<file path="config.mk">
export PLATFORM = sky130hd
export DESIGN_NAME = fetch_prefetch_flat
export DESIGN_NICKNAME = d
export VERILOG_FILES = /design/src/rtl/fetch_prefetch_if.sv /design/src/rtl/fetch_prefetch.sv /design/src/flat_wrapper.sv
export SDC_FILE = /design/constraint.sdc
export NUM_CORES = 1
export LEC_CHECK = 0
export CAP_MARGIN = 40
export CELL_PAD_IN_SITES_DETAIL_PLACEMENT = 0
export CELL_PAD_IN_SITES_GLOBAL_PLACEMENT = 1
export CORE_ASPECT_RATIO = 0.6
export CORE_MARGIN = 2
export CORE_UTILIZATION = 40
export CTS_BUF_LIST = sky130_fd_sc_hd__clkbuf_8
export CTS_CLUSTER_SIZE = 30
export DETAILED_ROUTE_END_ITERATION = 10
export PLACE_DENSITY_LB_ADDON = 0.1
export SYNTH_ARGS = -nofsm -noshare
export SYNTH_HDL_FRONTEND = slang
export SYNTH_SLANG_ARGS = --single-unit
</file>
<file path="constraint.sdc">
create_clock -name i_clk -period 8.8 [get_ports i_clk]
set_input_delay 2.64 -clock i_clk [delete_from_list [all_inputs] [get_ports i_clk]]
set_output_delay 2.64 -clock i_clk [all_outputs]
set_load 0.005 [all_outputs]
</file>
<file path="src/rtl/fetch_prefetch_if.sv">
// Bundle of the fetch stage's memory handshake, redirect, control and decode-side signals.
// The slave modport is the fetch stage's view of the bundle; the master modport is the environment's view.
interface fetch_prefetch_if #(
  parameter int PC_WIDTH    = 30,
  parameter int INSTR_WIDTH = 32,
  parameter int LVL_WIDTH   = 3
);
  logic                   i_core_en;
  logic                   i_stall;
  logic                   i_jmp_en;
  logic                   i_ie_catch;
  logic [PC_WIDTH-1:0]    i_pc_jmp;
  logic                   o_read_req;
  logic [PC_WIDTH-1:0]    o_read_addr;
  logic                   i_read_ack;
  logic [INSTR_WIDTH-1:0] i_instr_mem;
  logic [INSTR_WIDTH-1:0] o_instruction;
  logic [PC_WIDTH-1:0]    o_pc_fe;
  logic [PC_WIDTH-1:0]    o_inc_pc;
  logic                   o_valid;
  logic                   o_stall_en_fe;
  logic [LVL_WIDTH-1:0]   o_fifo_level;

  modport slave (
    input  i_core_en, i_stall, i_jmp_en, i_ie_catch, i_pc_jmp, i_read_ack, i_instr_mem,
    output o_read_req, o_read_addr, o_instruction, o_pc_fe, o_inc_pc, o_valid,
           o_stall_en_fe, o_fifo_level
  );

  modport master (
    output i_core_en, i_stall, i_jmp_en, i_ie_catch, i_pc_jmp, i_read_ack, i_instr_mem,
    input  o_read_req, o_read_addr, o_instruction, o_pc_fe, o_inc_pc, o_valid,
           o_stall_en_fe, o_fifo_level
  );
endinterface

</file>
<file path="src/rtl/fetch_prefetch.sv">
// Fetch stage with a prefetch FIFO between instruction memory and decode; redirects flush the buffer.
// Optional macro FETCH_BYPASS_EN lets an ack into an empty FIFO go straight to o_instruction.
module fetch_prefetch #(
  parameter int PC_START_ADDRESS = 0,
  parameter int INSTR_ADDR_WIDTH = 32,
  parameter int INSTR_WIDTH      = 32,
  parameter int FIFO_DEPTH       = 4
) (
  input  logic           i_clk,
  input  logic           i_arst,
  fetch_prefetch_if.slave bus
);
  localparam int PC_WIDTH  = INSTR_ADDR_WIDTH - 2;
  localparam int PTR_WIDTH = $clog2(FIFO_DEPTH);
  localparam int LVL_WIDTH = PTR_WIDTH + 1;
  localparam logic [PC_WIDTH-1:0]  PC_START = PC_WIDTH'(PC_START_ADDRESS);
  localparam logic [LVL_WIDTH-1:0] LVL_FULL = LVL_WIDTH'(FIFO_DEPTH);

  typedef enum logic [1:0] {IDLE, RUN, REFILL} state_t;

  state_t                 state_q, state_d;
  logic [PC_WIDTH-1:0]    fetchPc_q, fetchPc_d;
  logic [PTR_WIDTH-1:0]   rdPtr_q, rdPtr_d, wrPtr_q, wrPtr_d;
  logic [LVL_WIDTH-1:0]   level_q, level_d;
  logic [INSTR_WIDTH-1:0] instr_q, instr_d;
  logic [PC_WIDTH-1:0]    pcFe_q, pcFe_d;
  logic                   valid_q, valid_d;

  logic [INSTR_WIDTH-1:0] fifoInstr [FIFO_DEPTH];
  logic [PC_WIDTH-1:0]    fifoPc    [FIFO_DEPTH];

  logic redirect, readReq, accept, bypass, push, pop;

  // Interrupt and jump share the single target port, so both collapse into one redirect.
  assign redirect = bus.i_core_en & (bus.i_ie_catch | bus.i_jmp_en);
  assign readReq  = bus.i_core_en & (state_q != IDLE) & (level_q < LVL_FULL) & ~redirect;
  assign accept   = readReq & bus.i_read_ack;
`ifdef FETCH_BYPASS_EN
  assign bypass   = accept & (level_q == '0) & ~bus.i_stall;
`else
  assign bypass   = 1'b0;
`endif
  assign push     = accept & ~bypass;
  assign pop      = bus.i_core_en & ~redirect & ~bus.i_stall & (level_q != '0);

  always_comb begin
    state_d   = state_q;
    fetchPc_d = fetchPc_q;
    rdPtr_d   = rdPtr_q;
    wrPtr_d   = wrPtr_q;
    level_d   = level_q;
    instr_d   = instr_q;
    pcFe_d    = pcFe_q;
    valid_d   = valid_q;
    if (!bus.i_core_en) begin
      state_d   = IDLE;
      fetchPc_d = PC_START;
      rdPtr_d   = '0;
      wrPtr_d   = '0;
      level_d   = '0;
      instr_d   = '0;
      pcFe_d    = PC_START;
      valid_d   = 1'b0;
    end else if (redirect) begin
      // Redirect wins over stall: the bubble must reach decode even if it is holding.
      state_d   = REFILL;
      fetchPc_d = bus.i_pc_jmp;
      rdPtr_d   = '0;
      wrPtr_d   = '0;
      level_d   = '0;
      instr_d   = '0;
      valid_d   = 1'b0;
    end else begin
      if (state_q == IDLE) state_d = RUN;
      else if (state_q == REFILL && accept) state_d = RUN;
      if (accept) fetchPc_d = fetchPc_q + PC_WIDTH'(1);
      if (push) wrPtr_d = wrPtr_q + PTR_WIDTH'(1);
      if (pop) rdPtr_d = rdPtr_q + PTR_WIDTH'(1);
      level_d = level_q + LVL_WIDTH'(push) - LVL_WIDTH'(pop);
      if (!bus.i_stall) begin
        if (bypass) begin
          instr_d = bus.i_instr_mem;
          pcFe_d  = fetchPc_q;
          valid_d = 1'b1;
        end else if (level_q != '0) begin
          instr_d = fifoInstr[rdPtr_q];
          pcFe_d  = fifoPc[rdPtr_q];
          valid_d = 1'b1;
        end else begin
          instr_d = '0;
          valid_d = 1'b0;
        end
      end
    end
  end

  always_ff @(posedge i_clk or posedge i_arst) begin
    if (i_arst) begin
      state_q   <= IDLE;
      fetchPc_q <= PC_START;
      rdPtr_q   <= '0;
      wrPtr_q   <= '0;
      level_q   <= '0;
      instr_q   <= '0;
      pcFe_q    <= PC_START;
      valid_q   <= 1'b0;
    end else begin
      state_q   <= state_d;
      fetchPc_q <= fetchPc_d;
      rdPtr_q   <= rdPtr_d;
      wrPtr_q   <= wrPtr_d;
      level_q   <= level_d;
      instr_q   <= instr_d;
      pcFe_q    <= pcFe_d;
      valid_q   <= valid_d;
    end
  end

  // Storage needs no reset; occupancy is tracked entirely by the pointers and level.
  always_ff @(posedge i_clk) begin
    if (push) begin
      fifoInstr[wrPtr_q] <= bus.i_instr_mem;
      fifoPc[wrPtr_q]    <= fetchPc_q;
    end
  end

  assign bus.o_read_req    = readReq;
  assign bus.o_read_addr   = fetchPc_q;
  assign bus.o_instruction = instr_q;
  assign bus.o_pc_fe       = pcFe_q;
  assign bus.o_inc_pc      = pcFe_q + PC_WIDTH'(1);
  assign bus.o_valid       = valid_q;
  assign bus.o_stall_en_fe = (state_q == REFILL) | redirect;
  assign bus.o_fifo_level  = level_q;
endmodule

</file>
<file path="src/flat_wrapper.sv">
// flat-port wrapper written by rule: the top's interface ports become plain ports
module fetch_prefetch_flat 
#(
  parameter int PC_START_ADDRESS = 0,
  parameter int INSTR_ADDR_WIDTH = 32,
  parameter int INSTR_WIDTH      = 32,
  parameter int FIFO_DEPTH       = 4
)
  (i_clk, i_arst, bus_i_core_en, bus_i_stall, bus_i_jmp_en, bus_i_ie_catch, bus_i_pc_jmp, bus_i_read_ack, bus_i_instr_mem, bus_o_read_req, bus_o_read_addr, bus_o_instruction, bus_o_pc_fe, bus_o_inc_pc, bus_o_valid, bus_o_stall_en_fe, bus_o_fifo_level);
  fetch_prefetch_if #(.PC_WIDTH(30), .INSTR_WIDTH(INSTR_WIDTH), .LVL_WIDTH(3)) bus_i ();
  input  logic i_clk;
  input  logic i_arst;
  input wire logic [$bits(bus_i.i_core_en)-1:0] bus_i_core_en;
  input wire logic [$bits(bus_i.i_stall)-1:0] bus_i_stall;
  input wire logic [$bits(bus_i.i_jmp_en)-1:0] bus_i_jmp_en;
  input wire logic [$bits(bus_i.i_ie_catch)-1:0] bus_i_ie_catch;
  input wire logic [$bits(bus_i.i_pc_jmp)-1:0] bus_i_pc_jmp;
  input wire logic [$bits(bus_i.i_read_ack)-1:0] bus_i_read_ack;
  input wire logic [$bits(bus_i.i_instr_mem)-1:0] bus_i_instr_mem;
  output wire logic [$bits(bus_i.o_read_req)-1:0] bus_o_read_req;
  output wire logic [$bits(bus_i.o_read_addr)-1:0] bus_o_read_addr;
  output wire logic [$bits(bus_i.o_instruction)-1:0] bus_o_instruction;
  output wire logic [$bits(bus_i.o_pc_fe)-1:0] bus_o_pc_fe;
  output wire logic [$bits(bus_i.o_inc_pc)-1:0] bus_o_inc_pc;
  output wire logic [$bits(bus_i.o_valid)-1:0] bus_o_valid;
  output wire logic [$bits(bus_i.o_stall_en_fe)-1:0] bus_o_stall_en_fe;
  output wire logic [$bits(bus_i.o_fifo_level)-1:0] bus_o_fifo_level;
  assign bus_i.i_core_en = bus_i_core_en;
  assign bus_i.i_stall = bus_i_stall;
  assign bus_i.i_jmp_en = bus_i_jmp_en;
  assign bus_i.i_ie_catch = bus_i_ie_catch;
  assign bus_i.i_pc_jmp = bus_i_pc_jmp;
  assign bus_i.i_read_ack = bus_i_read_ack;
  assign bus_i.i_instr_mem = bus_i_instr_mem;
  assign bus_o_read_req = bus_i.o_read_req;
  assign bus_o_read_addr = bus_i.o_read_addr;
  assign bus_o_instruction = bus_i.o_instruction;
  assign bus_o_pc_fe = bus_i.o_pc_fe;
  assign bus_o_inc_pc = bus_i.o_inc_pc;
  assign bus_o_valid = bus_i.o_valid;
  assign bus_o_stall_en_fe = bus_i.o_stall_en_fe;
  assign bus_o_fifo_level = bus_i.o_fifo_level;
  fetch_prefetch #(.PC_START_ADDRESS(PC_START_ADDRESS), .INSTR_ADDR_WIDTH(INSTR_ADDR_WIDTH), .INSTR_WIDTH(INSTR_WIDTH), .FIFO_DEPTH(FIFO_DEPTH)) u_core (.i_clk(i_clk), .i_arst(i_arst), .bus(bus_i));
endmodule
</file>
==> Word level (Yosys, flattened, before mapping) <==
Memory sizes are Yosys's and may differ from the RTL's.
Cells that the tools add are included.
{ "classes": {"n_reduce_logical": 5, "mux": 29, "n_lt_le_gt_ge": 1, "add_sub_neg": 6, "eq_ne": 8, "n_bitwise": 12} }
{ "ops": {"columns": ["op", "count"], "rows": [
  ["30-bit two-way mux", 7],
  ["32-bit two-way mux", 4],
  ["30-bit by 1-bit adder with 30-bit output, second input constant", 2],
  ["2-bit two-way mux", 10],
  ["1-bit AND", 8],
  ["1-bit two-way mux", 6],
  ["3-bit two-way mux", 2],
  ["3-bit by 1-bit inequality test with 1-bit output, second input constant", 2],
  ["2-bit by 1-bit adder with 2-bit output, second input constant", 2],
  ["2-bit inequality test, second input constant", 2],
  ["4-bit by 1-bit inequality test with 1-bit output, second input constant", 1],
  ["3-bit by 1-bit adder with 3-bit output", 1],
  ["3-bit less-than comparator, second input constant", 1],
  ["3-bit by 2-bit inequality test with 1-bit output, second input constant", 1],
  ["3-bit AND reduction", 1],
  ["3-bit nonzero test", 1],
  ["3-bit by 1-bit subtractor with 3-bit output", 1],
  ["2-bit == test, second input constant", 1],
  ["2-bit logical NOT", 1],
  ["2-bit by 1-bit inequality test with 1-bit output, second input constant", 1],
  ["1-bit NOT", 2],
  ["1-bit OR", 2],
  ["2-bit nonzero test", 1],
  ["1-bit logical AND", 1]
]} }
{ "totals": {"mem_count": 2, "reg_bits": 102, "ramBits": 248, "wordCells": 71} }
{ "mem_list": {"columns": ["memory", "depth", "width", "read_ports", "rd_ports_with_merged_regs", "wr", "line", "text"], "rows": [
  ["u_core.fifoInstr", 4, 32, 1, 0, 1, "fetch_prefetch.sv:29", "logic [INSTR_WIDTH-1:0] fifoInstr [FIFO_DEPTH];"],
  ["u_core.fifoPc", 4, 30, 1, 0, 1, "fetch_prefetch.sv:30", "logic [PC_WIDTH-1:0] fifoPc [FIFO_DEPTH];"]
]} }

==> Logic depth before layout (Yosys ltp) <==
Gate-level depths: netlist of the first run.
{ "depth": {"word_depth": 10, "depth_mapped": 12} }

==> Worst setup path before layout of the first run <==
OpenSTA, ideal clock, no wires.
{ "synth_path": {"path_kind": "in2out", "start": "in bus_i_jmp_en", "end": "out bus_o_read_req", "t_arrival_ns": 3.546, "cell_stages": 4, "t_required_ns": 6.160, "setup_slack_ns": 2.614, "cell_sequence": "nor2_1 -> clkbuf_1 -> clkbuf_1 -> and3_1"} }
{ "synth_between": {"elab_chain_cells": 4} }
{ "synth_rtl": {"columns": ["element", "line", "text"], "rows": [
  ["from (decl)", "flat_wrapper.sv:15", "input wire logic [$bits(bus_i.i_jmp_en)-1:0] bus_i_jmp_en;"],
  ["1-bit OR", "fetch_prefetch.sv:35", "assign redirect = bus.i_core_en & (bus.i_ie_catch | bus.i_jmp_en);"],
  ["1-bit AND", "fetch_prefetch.sv:35", null],
  ["1-bit NOT", "fetch_prefetch.sv:36", "assign readReq = bus.i_core_en & (state_q != IDLE) & (level_q < LVL_FULL) & ~redirect;"],
  ["1-bit AND", "fetch_prefetch.sv:36", null],
  ["to (decl)", "flat_wrapper.sv:20", "output wire logic [$bits(bus_i.o_read_req)-1:0] bus_o_read_req;"]
]} }
Every way passes these cells.

==> Worst setup path after layout of the first run <==
{ "layout_path": {"start": "in bus_i_jmp_en", "end": "out bus_o_stall_en_fe"} }
{ "layout_between": {"elab_chain_cells": 3} }
{ "layout_rtl": {"columns": ["element", "line", "text"], "rows": [
  ["1-bit OR", "fetch_prefetch.sv:35", null],
  ["1-bit AND", "fetch_prefetch.sv:35", null],
  ["1-bit OR", "fetch_prefetch.sv:133", "assign bus.o_stall_en_fe = (state_q == REFILL) | redirect;"],
  ["to (decl)", "flat_wrapper.sv:26", "output wire logic [$bits(bus_i.o_stall_en_fe)-1:0] bus_o_stall_en_fe;"]
]} }
Every way passes these cells.

==> results.cfg, run 1 <==
[cts]
cts_tree = yes
cts_sinks = 350
clkLatencyLatePin_ns = 0.60
h-tree-depth = 2
clockBufferDepth = 3
ctsResizeCount = 0
postCtsSetupRepairBufs = 0
ctsHoldBuffers = 0
clk_pin_slew_ns = 0.06
cts_made_buffers = 52
cts_root_buf = clkbuf_8

[sta]
grt_setup_unrepaired = no
slew_violations = 0
relSlewSlack_pct = 43.9
worst_slew_pin_slew_ns = 0.842
finalHoldViolCount = 0
setup_violations = 0
fin_crit_ns = 6.81
clock_skew_ns = 0.0234
finalSetupTns_ns = 0
post-route-period-util_pct = 77.4
setup_ws_ns = 1.99
max_clock_freq_mhz = 147

[setup_path]
critPathLaunchType = primary input
worstPathArrival_ns = 4.17
critPathRequiredTime_ns = 6.16
crit_fanout = 9
criticalPathCategory = in -> out
end_kind = output pin

[yosys]
synth_area_per_cell_um2 = 17.2
synthArstFlopShare_pct = 29.1
synth.yosys.warnings = 0
synthXorXnorAreaFrac_pct = 3.39
syn_inst = 813
yosys.cell_types.count = 43
synth-simple-area-share_pct = 5.55
yosysTopAreaCell = edfxtp_1
ys_seq_area_share_pct = 71.7
synth_top_family_by_area = multiplexers
synth_ff_type = edfxtp_1
synth.area.top_cells = edfxtp_1 (53%), dfrtp_1 (18%), mux4_2 (10%)
yosysTopAreaCellShare_pct = 53.4
synth_edf_count = 248
yosys.area_share.adder_pct = 0.861
synth_compound_area_share_pct = 6.66
ys_seq_elements = 350
yosysMostFrequentCell = edfxtp_1
synth_fp_nets = 891
synthTopCellsByCount = edfxtp_1 (248), dfrtp_1 (102), a22o_1 (63)
syn_area_um2 = 13900
synth_mux_area_share_pct = 10.0

[finish]
post-route-cell-area_um2 = 17500
post-route-util_pct = 51.6
drive_gt1_share_pct = 15.2
antennaDiodeCount = 0
num-nets-final = 1111
syn_to_final_growth_pct = 25.8

[pwr]
p_leak_uw = 0.00609
peakVddDrop_mv = 0.100
p_per_area_nw_per_um2 = 182
total_power_uw = 3200

[global_routing]
antenna_found_initial = 0
grt_util_all_layers_pct = 19.6
grt_pass1_vias = 7941
grt_pass1_wl_um = 52800
grt_overflow_total = 0
grt_max_degree = 58

[routing]
post_drt_wl_per_cell_um = 22.9
dr_total_vias = 8069
viasPerCell = 5.26
drc = 0
final_antenna_net_count = 0
drt_iter0_markers = 580
routed_wl_um = 35200
firstDrtPassIters = 5

[floorplanning]
core_um2 = 34000
rows = 52
io_pins = 197
start_util_pct = 41.0
die_h_um = 149
dieArea_um2 = 36400
die_w_um = 245

[worst_hold_path]
hold_path.class = reg -> reg

[place]
io_buffers = 196
hpwl_um = 22000
place.gp.congestion = 0.760
dpl-instance-area_um2 = 16600
pre_cts_ws_ns = 2.01

[job]
drv_cap = 0

[run_status]
status = finished, final reports clean
-- layout make-up --
class                   instances  area, um2
fillers                      2862      16500
flip-flops and latches        350      10000
multi-input cells             402       3720
repair buffers                212       2190
clock buffers                  62        853
well taps                     459        574
clock inverters                34        136
inverters                      15       58.8
-- state kept, by name, indices dropped and copies added, names as in the netlist --
name	flops
u_core.bus.o_fifo_level	3
u_core.bus.o_instruction	32
u_core.bus.o_pc_fe	30
u_core.bus.o_read_addr	30
u_core.bus.o_valid	1
u_core.fifoInstr	128
u_core.fifoPc	120
u_core.rdPtr_q	2
u_core.state_q	2
u_core.wrPtr_q	2
-- cells by family (layout without fill, tap and decap cells) --
logic type / Yosys count / in the layout
DFF: 350 / 350
adders and majority gates: 9 / 9
xor gates and xnor gates: 54 / 54
muxes: 62 / 62
buffers and inverters: 61 / 323
AOI/OAI and AO/OA: 127 / 127
and+or+nand+nor: 150 / 150
-- report_power, final --
part	internal (uW)	leakage [uW]	switching, uW	total (uW)
registers	1790	0.00362	28.7	1810
clock network	637	0.000569	620	1260
logic	63.1	0.00190	62.3	125
total	2490	0.00609	711	3200
-- final timing paths --
| path | start | end | slack, ns | cells after the start |
|---|---|---|---|---|
| setup / recovery | bus_i_jmp_en | bus_o_stall_en_fe | 1.99 | 4 |
| hold / removal | u_core.bus.o_instruction[28]$_DFFE_PP0P_ | u_core.bus.o_instruction[28]$_DFFE_PP0P_ | 0.50 | 1 |
| setup reg to reg | u_core.bus.o_fifo_level[2]$_DFF_PP0_ | u_core.fifoInstr[3][24]$_DFFE_PP_ | 5.40 | 5 |
| hold reg to reg | u_core.bus.o_instruction[28]$_DFFE_PP0P_ | u_core.bus.o_instruction[28]$_DFFE_PP0P_ | 0.50 | 1 |
| max in group asynchronous | i_arst | u_core.bus.o_pc_fe[0]$_DFFE_PP0P_ | 5.20 | 4 |
| min in group asynchronous | i_arst | u_core.bus.o_instruction[31]$_DFFE_PP0P_ | 2.34 | 2 |
-- through the flow --
| stage | instances | hold WS [ns] |
|---|---|---|
| after floorplan | 813 | 0.473 |
| after global placement | 1432 | 0.489 |
| after detailed placement | 1438 | 0.494 |
| after CTS | 1534 | 0.508 |
| after global routing | 1534 | 0.527 |
| final | 1534 | 0.502 |
-- critical path: stages --
cell and delay, ns:
clkdlybuf4s50_1 0.45, or2_2 0.42, a22o_1 0.21, clkdlybuf4s50_1 0.44
-- cells in the final DEF, fill, tap and decap left out, types with 5 or more instances in the layout --
| cell type | Yosys | routed |
|---|---|---|
| a211oi_1 | 6 | 6 |
| a21oi_1 | 19 | 18 |
| a22o_1 | 63 | 63 |
| and3_1 | 11 | 10 |
| buf_16 | 0 | 5 |
| buf_4 | 1 | 10 |
| clkbuf_8 | 0 | 62 |
| clkdlybuf4s50_1 | 0 | 196 |
| clkinv_1 | 0 | 14 |
| dfrtp_1 | 102 | 100 |
| edfxtp_1 | 248 | 248 |
| ha_1 | 8 | 8 |
| inv_1 | 15 | 30 |
| mux4_2 | 62 | 62 |
| nand2_1 | 33 | 33 |
| nand3_1 | 26 | 26 |
| nand4_1 | 17 | 17 |
| nor2_1 | 24 | 23 |
| nor3_1 | 16 | 16 |
| nor4_1 | 6 | 6 |
| o21ai_0 | 24 | 24 |
| xnor2_1 | 42 | 42 |
| xor2_1 | 12 | 12 |
-- per-layer routing --
layer  up-vias  global-route usage [%]  routed length [um]
met5         -                       0                   0
met4         0                    5.15                 565
met3        50                    3.64                1980
met2       234                    28.4               15400
met1      4127                    30.3               17200
li1       3658                       -                   -
(Power assumes the default switching activity.)
==> run 2, diff against run 1 <==
Clock period 8.8 ns to 6.11 ns, I/O delays scaled along.
==> run 2 against run 1 <==
  * Clock-buffer cell count fell by 6
  * Critical endpoint is now bus_o_inc_pc[22]
  * Utilization rose by 0.27 points
  * Sequential cell count did not move
  * Non-clock buffer count rose by 4
  * Power rose by 47%
==> results.cfg, run 2 (synthesis results as in run 1) <==
[global_routing]
grt_pass1_vias = 8323
antenna_found_initial = 1
grt_util_all_layers_pct = 20.0
grt_overflow_total = 0
grt_pass1_wl_um = 54000
grt_max_degree = 58

[place]
pre_cts_ws_ns = 0.924
place.gp.congestion = 0.730
io_buffers = 196
hpwl_um = 23000
place_inst = 1442

[cts]
h-tree-depth = 2
clockBufferDepth = 3
ctsHoldBuffers = 0
cts_sinks = 350
ctsResizeCount = 0
cts_root_buf = clkbuf_8
clkLatencyLatePin_ns = 0.60
cts_tree = yes
postCtsSetupRepairBufs = 0
cts_made_buffers = 52
clk_pin_slew_ns = 0.06

[job]
drv_cap = 0

[finish]
seq_area_um2 = 10000
regMostFlops = u_core.fifoInstr
fin_cells = 1540
layout_commonest_cell = edfxtp_1
drive_gt1_share_pct = 16.4
syn_to_final_growth_pct = 26.5
num-nets-final = 1115
largest_reg_flops = 128
multi_input_area_um2 = 3720
fillers = 2792
mostFrequentLayoutCells = edfxtp_1 (248), clkdlybuf4s50_1 (196), dfrtp_1 (100)
post-route-util_pct = 51.8

[sta]
max_clock_freq_mhz = 189
finalSetupTns_ns = 0
slew_violations = 0
worst_slew_pin_slew_ns = 0.855
finalHoldViolCount = 0
fin_crit_ns = 5.30
setup_ws_ns = 0.810
post-route-period-util_pct = 86.7
clock_skew_ns = 0.0216
relSlewSlack_pct = 43.0
setup_violations = 0
grt_setup_unrepaired = no

[pwr]
p_switching_uw = 1050
power_frac_seq_pct = 55.8
total_power_uw = 4690
clockPowerShare_pct = 40.4
peakVddDrop_mv = 0.152
switching_share_pct = 22.4
p_comb_share_pct = 3.8
p_per_area_nw_per_um2 = 266
p_leak_uw = 0.00612
p_int_uw = 3640

[setup_path]
cp_cell_sequence = ha_1 > nand2_1 > nor3_1 > buf_4 > and3_1 > nand3_1 > xnor2_1 > clkdlybuf4s50_1
worstPathArrival_ns = 3.47
critPathLaunchType = flip-flop
crit_fanout = 7
cpPeakStageDelay_ns = 0.58
criticalPathCategory = reg -> out
slowest_stage = clkdlybuf4s50_1
critPathRequiredTime_ns = 4.28
end_kind = output pin

[routing]
routed_wl_um = 35900
wl_met3_um = 1870
firstDrtPassIters = 5
met2_length_um = 15800
wl_met1_um = 17700
viasPerCell = 5.31
dr_total_vias = 8178
highest_layer = met4
post_drt_wl_per_cell_um = 23.3
drc = 0
drt_iter0_markers = 565
final_antenna_net_count = 0

[floorplanning]
rows = 52
start_util_pct = 41.0
core_um2 = 34000
die_h_um = 149
dieArea_um2 = 36400
io_pins = 197
die_w_um = 245

[run_status]
status = finished, final reports clean

[worst_hold_path]
hold_path.class = reg -> reg
[run 2: cell count changes in the layout (fill, tap and decap cells not counted)]
cell	before	now
buf_12	1	4
buf_16	5	4
buf_4	10	12
bufinv_16	0	3
clkbuf_8	62	56
clkinv_1	14	13
clkinv_2	3	15
clkinvlp_4	0	1
diode_2	0	1
inv_1	30	22
[run 2: final timing paths]
path / slack (ns) / end / cells after the start / start
worst max-delay path: 0.81 / bus_o_inc_pc[22] / 8 / u_core.bus.o_pc_fe[0]$_DFFE_PP0P_
worst min register to register: 0.51 / u_core.bus.o_instruction[16]$_DFFE_PP0P_ / 1 / u_core.bus.o_instruction[16]$_DFFE_PP0P_
worst min-delay path: 0.51 / u_core.bus.o_instruction[16]$_DFFE_PP0P_ / 1 / u_core.bus.o_instruction[16]$_DFFE_PP0P_
max in group asynchronous: 3.68 / u_core.bus.o_instruction[16]$_DFFE_PP0P_ / 4 / i_arst
min in group asynchronous: 1.51 / u_core.bus.o_pc_fe[25]$_DFFE_PP0P_ / 2 / i_arst
worst max register to register: 3.08 / u_core.fifoPc[3][27]$_DFFE_PP_ / 5 / u_core.bus.o_fifo_level[2]$_DFF_PP0_
[run 2: critical path: cells and delay by family, from the launching register on]
family | cells | cell delay [ns]
buffers and inverters | 2 | 0.76
adder cells (fa/ha/maj) | 1 | 0.37
flip-flops | 1 | 0.52
AND/OR/NAND/NOR | 4 | 0.89
XOR/XNOR | 1 | 0.32
[run 2: metal layers]
| layer | vias to the layer above | track usage, % |
|---|---|---|
| met5 | - | 0 |
| met4 | 0 | 5.34 |
| met3 | 41 | 3.68 |
| met2 | 253 | 28.8 |
| met1 | 4208 | 31.1 |
| li1 | 3676 | - |
[run 2: final cells by class]
class                           instances  share of cell area [%]
Inverter                               15                   0.333
Clock buffer                           56                    4.37
Sequential cell                       350                    56.7
Multi-Input combinational cell        402                    21.1
Antenna cell                            1                  0.0142
Clock inverter                         41                    1.48
Tap cell                              459                    3.26
Timing Repair Buffer                  216                    12.7
[run 2: metrics by stage]
stage	hold slack (ns)	instance area [um2]
final	0.507	17600
after global routing	0.519	17600
after CTS	0.508	17600
after detailed placement	0.489	16600
after global placement	0.488	16500
after floorplan	0.473	13900
[run 2: power groups by stage]
| stage | combinational, uW | clock [uW] | sequential [uW] |
|---|---|---|---|
| floorplan | 65.2 | 0 | 2650 |
| global placement | 179 | 0 | 2670 |
| detailed placement | 182 | 0 | 2670 |
| CTS | 183 | 1950 | 2620 |
| global route | 196 | 2050 | 2620 |
| finish | 179 | 1900 | 2620 |
